### config.mk
export PLATFORM = sky130hd
export DESIGN_NAME = apb_arb_master
export DESIGN_NICKNAME = d
export VERILOG_FILES = /design/src/rtl/apb_arb_master.sv
export SDC_FILE = /design/constraint.sdc
export NUM_CORES = 1
export LEC_CHECK = 0
export CAP_MARGIN = 40
export CORE_MARGIN = 10
export CORE_UTILIZATION = 41
export CTS_BUF_LIST = sky130_fd_sc_hd__clkbuf_8
export CTS_CLUSTER_DIAMETER = 120
export DETAILED_ROUTE_END_ITERATION = 8
export GPL_TIMING_DRIVEN = 0
export HOLD_SLACK_MARGIN = 0.12
export PLACE_DENSITY = 0.83
export SLEW_MARGIN = 20
export SYNTH_ARGS = -nofsm -noshare
export SYNTH_HDL_FRONTEND = slang
export SYNTH_SLANG_ARGS = --single-unit
### constraint.sdc
create_clock -name PCLK -period 5.2 [get_ports PCLK]
set_input_delay 0.78 -clock PCLK [delete_from_list [all_inputs] [get_ports PCLK]]
set_output_delay 0.78 -clock PCLK [all_outputs]
set_load 0.01 [all_outputs]
### src/rtl/apb_arb_master.sv
// Two-requester APB master: round-robin arbitration in front of a single
// IDLE/SETUP/ACCESS APB transfer engine with a wait-state timeout.
module apb_arb_master #(
    parameter int ADDR_W = 32,
    parameter int DATA_W = 32
) (
    input  logic              PCLK,
    input  logic              PRESET,
    input  logic              req0_valid,
    input  logic              req0_write,
    input  logic [ADDR_W-1:0] req0_addr,
    input  logic [DATA_W-1:0] req0_wdata,
    output logic              req0_ready,
    output logic              req0_done,
    output logic              req0_err,
    output logic [DATA_W-1:0] req0_rdata,
    input  logic              req1_valid,
    input  logic              req1_write,
    input  logic [ADDR_W-1:0] req1_addr,
    input  logic [DATA_W-1:0] req1_wdata,
    output logic              req1_ready,
    output logic              req1_done,
    output logic              req1_err,
    output logic [DATA_W-1:0] req1_rdata,
    output logic              PSELx,
    output logic              PENABLE,
    output logic              PWRITE,
    output logic [ADDR_W-1:0] PADDR,
    output logic [DATA_W-1:0] PWDATA,
    input  logic              PREADY,
    input  logic [DATA_W-1:0] PRDATA,
    output logic [1:0]        fsm_state
);
    typedef enum logic [1:0] {IDLE = 2'd0, SETUP = 2'd1, ACCESS = 2'd2} state_t;

    state_t     state;
    logic       prio;      // 0: req0 wins a tie, 1: req1 wins a tie
    logic       owner;
    logic [3:0] wait_cnt;
    logic       gnt0;
    logic       gnt1;

    assign fsm_state = state;

    always_comb begin
        gnt0 = 1'b0;
        gnt1 = 1'b0;
        if (req0_valid && req1_valid) begin
            gnt0 = ~prio;
            gnt1 = prio;
        end else begin
            gnt0 = req0_valid;
            gnt1 = req1_valid;
        end
    end

    // A request transfers on a rising edge where valid and ready are both 1;
    // ready is only offered in IDLE, so a valid dropped before that is ignored.
    assign req0_ready = (state == IDLE) && !PRESET && gnt0;
    assign req1_ready = (state == IDLE) && !PRESET && gnt1;

    always_ff @(posedge PCLK or posedge PRESET) begin
        if (PRESET) begin
            state      <= IDLE;
            prio       <= 1'b0;
            owner      <= 1'b0;
            wait_cnt   <= 4'd0;
            PSELx      <= 1'b0;
            PENABLE    <= 1'b0;
            PWRITE     <= 1'b0;
            PADDR      <= '0;
            PWDATA     <= '0;
            req0_done  <= 1'b0;
            req0_err   <= 1'b0;
            req0_rdata <= '0;
            req1_done  <= 1'b0;
            req1_err   <= 1'b0;
            req1_rdata <= '0;
        end else begin
            req0_done <= 1'b0;
            req0_err  <= 1'b0;
            req1_done <= 1'b0;
            req1_err  <= 1'b0;
            case (state)
                IDLE: begin
                    if (req0_ready) begin
                        PWRITE <= req0_write;
                        PADDR  <= req0_addr;
                        PWDATA <= req0_wdata;
                        owner  <= 1'b0;
                        prio   <= 1'b1;
                        PSELx  <= 1'b1;
                        state  <= SETUP;
                    end else if (req1_ready) begin
                        PWRITE <= req1_write;
                        PADDR  <= req1_addr;
                        PWDATA <= req1_wdata;
                        owner  <= 1'b1;
                        prio   <= 1'b0;
                        PSELx  <= 1'b1;
                        state  <= SETUP;
                    end
                end
                SETUP: begin
                    PENABLE  <= 1'b1;
                    wait_cnt <= 4'd0;
                    state    <= ACCESS;
                end
                ACCESS: begin
                    if (PREADY) begin
                        PSELx   <= 1'b0;
                        PENABLE <= 1'b0;
                        state   <= IDLE;
                        if (owner) begin
                            req1_done <= 1'b1;
                            if (!PWRITE) req1_rdata <= PRDATA;
                        end else begin
                            req0_done <= 1'b1;
                            if (!PWRITE) req0_rdata <= PRDATA;
                        end
                    end else if (wait_cnt == 4'd15) begin
                        // Slave never answered: abort with an error, keep rdata.
                        PSELx   <= 1'b0;
                        PENABLE <= 1'b0;
                        state   <= IDLE;
                        if (owner) begin
                            req1_done <= 1'b1;
                            req1_err  <= 1'b1;
                        end else begin
                            req0_done <= 1'b1;
                            req0_err  <= 1'b1;
                        end
                    end else begin
                        wait_cnt <= wait_cnt + 4'd1;
                    end
                end
                default: state <= IDLE;
            endcase
        end
    end
endmodule

==> results by group <==
Floorplan
  – Initial core utilization: 0.416
  – Die Ht: 138 um
  – FP Rows: 43
  – Die area: 0.0192 sq mm
  – Horiz. Die Dim: 138 um
  – # IOs: 306
  – Core area: 0.0138 sq mm

Cells and area
  – Multi-input gate area: 0.00173 sq mm
  – Ant. Diodes: 0
  – Layout cells sized above 1: 0.150
  – Post-layout util: 0.689
  – Post-route cell area: 0.00953 sq mm
  – Layout Nets: 920
  – P&R area growth vs syn: 65.7%
  – FF/Latch Area: 0.00358 sq mm
  – FILL cells: 950

Worst setup path
  – Startpoint Class: input pin
  – WP data arrival: ~2.9 ns
  – Worst Path Required: 4.42 ns
  – Crit path capture type: output port
  – CP max FO: 10
  – WS Path Type: in -> out

Synth
  – Synth top area cells: dfrtp_1 (62%), mux2_2 (11%), a222oi_1 (11%)
  – Synth cell count leaders: dfrtp_1 (143), inv_1 (72), a222oi_1 (65)
  – Area fraction of the dominant cell type after synthesis: 0.622
  – Post-synth ARST share: 1.00
  – Largest area contributor in the netlist: dfrtp_1
  – Post-Syn Area per Cell: 13.6 sq um
  – Most common cell in the netlist: dfrtp_1
  – Post-synth top flop: dfrtp_1
  – Number of synthesized register bits: 143
  – Netlist cell types: 34
  – Gate Count Post-Synth: roughly 420
  – Post-synthesis cell area: 0.00575 sq mm
  – Syn Nets: 595
  – Warnings from Yosys: 0
  – Post-synthesis sequential area ratio: 0.622
  – Number of synthesized flops with an enable pin: 0

Global route
  – Initial antenna violation count: 0
  – Remaining global-route overflow: 0
  – Largest net degree at the start of global routing: between 80 and 90
  – Total track usage: 0.205
  – First-pass GRT wire length: about 31 mm
  – Vias in the first global route: 5440

Timing
  – Max transition margin: 0.607
  – Hold Vio Cnt, Final: 0
  – Unrepaired setup endpoints after global routing: no
  – Fmax: 274 MHz
  – Slew Viols, Final: 0
  – Hold Slack: 0.499 ns
  – Clk_skew: approximately 0.012 ns
  – Final Cycle Share: 0.703
  – Slew of the pin with the lowest slew margin: 0.589 ns
  – Period minus WS final: around 3.7 ns
  – Final-report setup violation count: 0

Route
  – Met1 WL: 8.16 mm
  – Avg WL per Cell: 21.4 um
  – Max layer used: met4
  – Initial DRT Pass Iterations: 7
  – Routed wl met2: 9.75 mm
  – DRT iter0 DRCs: 461
  – Vias/cell: 5.22
  – Routed vias: slightly below 5000
  – Routed WL: 20.2 mm
  – Antenna Nets Post-Route: 0
  – Routed length on met3: 1.97 mm
  – DRC Markers: 0

Power and ir drop
  – Switching Share: 0.314
  – Clock power frac: 0.195
  – Leak: 4.34 nW
  – PD cells: between 500 and 600 mW/mm^2
  – P_int: 3.63 mW
  – NetSw: 1.66 mW
  – Comb pwr share: 0.444
  – Sequential Power Share: 0.360
  – Maximum vdd drop: 0.259 mV

Clock tree
  – TritonCTS clock tree: built
  – CTS buffer count: 17
  – Clk Latency, worst-skew pair: 0.43 ns
  – Max Root-Sink Buffers: 2
  – Post-cts sizing count: 0
  – Post-CTS setup buffers: 0
  – Root Driver: clkbuf_8
  – H-tree levels: 4
  – Hold_buf cts: 0
  – Worst-path clk slew: 0.07 ns
  – Number of clock sinks: approximately 140

Placement
  – GP Congestion: 0.811
  – Post-DP HPWL: 15.9 mm
  – I/O Buffers: approximately 300
  – Post-Place Cell Area: 0.00906 sq mm

Job
  – Max_cap viols: 0

Outcome
  – Status: completed

Worst hold path
  – Hold WC Path Type: reg -> reg
power groups by stage:
stage          clock, mW  sequential, mW  combinational (mW)
3_3_place_gp           0            1.89                2.31
2_1_floorplan          0            2.10               0.752
3_5_place_dp           0            1.92                2.38
5_1_grt             1.11            1.96                2.52
4_1_cts             1.06            1.91                2.39
6_report            1.03            1.91                2.35
layout by cell type, fill, tap and decap left out, types with 7 or more instances in the layout:
cell,netlist,routed
a222oi_1,65,65
clkdlybuf4s50_1,0,305
mux2_2,58,58
dfrtp_1,143,143
nor2_1,9,9
nand2_1,7,7
buf_2,13,13
clkbuf_8,0,18
mux2_1,7,7
clkbuf_1,7,7
inv_1,72,74
metal layers:
layer / vias to the layer above / track usage
met5: - / 0
met4: 0 / 0.0716
met3: 17 / 0.0887
met2: 268 / 0.336
met1: 2409 / 0.233
li1: 2213 / -
final timing paths:
check	slack, ns	start	depth (start not counted)	endpoint
setup / recovery	1.55	PRESET	5	req1_ready
hold / removal	0.50	req0_rdata[12]$_DFFE_PP0P_	1	req0_rdata[12]$_DFFE_PP0P_
setup reg to reg	3.17	fsm_state[0]$_DFFE_PP0P_	9	PWDATA[12]$_DFFE_PP0P_
hold reg to reg	0.50	req0_rdata[12]$_DFFE_PP0P_	1	req0_rdata[12]$_DFFE_PP0P_
max in group asynchronous	3.58	PRESET	3	req0_rdata[30]$_DFFE_PP0P_
min in group asynchronous	0.86	PRESET	2	prio$_DFFE_PP0P_
flip-flops by register name, indices dropped and copies added (netlist names), 2 cells and up:
register / flops
PADDR: 32
PWDATA: 32
fsm_state: 2
req0_rdata: 32
req1_rdata: 32
wait_cnt: 4
through the flow:
stage	worst slack [ns]	power (mW)	TNS, ns	std cells
after floorplan	0.582	2.86	0	424
after global placement	-1.23	4.20	-175.33	909
after detailed placement	1.51	4.30	0	910
after CTS	1.50	5.35	0	940
after global routing	1.39	5.59	0	940
final	1.55	5.29	0	940
cell families after synthesis:
family                   count (synthesis)  share of synthesized area
flip-flops                             143                      0.622
AO/OA/AOI/OAI                           81                      0.134
AND/OR/NAND/NOR                         29                     0.0296
buffers and inverters                  101                     0.0768
multiplexers                            66                      0.129
adder cells (fa/ha/maj)                  4                    0.00870
worst max-delay path, cell delays in order:
cell and delay [ns]:
clkdlybuf4s50_1 0.56, nand3b_1 0.25, a21oi_2 0.21, clkbuf_1 0.43
clkdlybuf4s50_1 0.64
cell type report:
cell class              instances  share of cell area
well taps                     180              0.0236
multi-input cells             180               0.182
plain buffers                  29              0.0180
inverters                      72              0.0291
clock inverters                12              0.0228
clock buffers                  18              0.0260
flip-flops and latches        143               0.376
repair buffers                306               0.323
No activity file was read; power rests on OpenSTA's default activity.
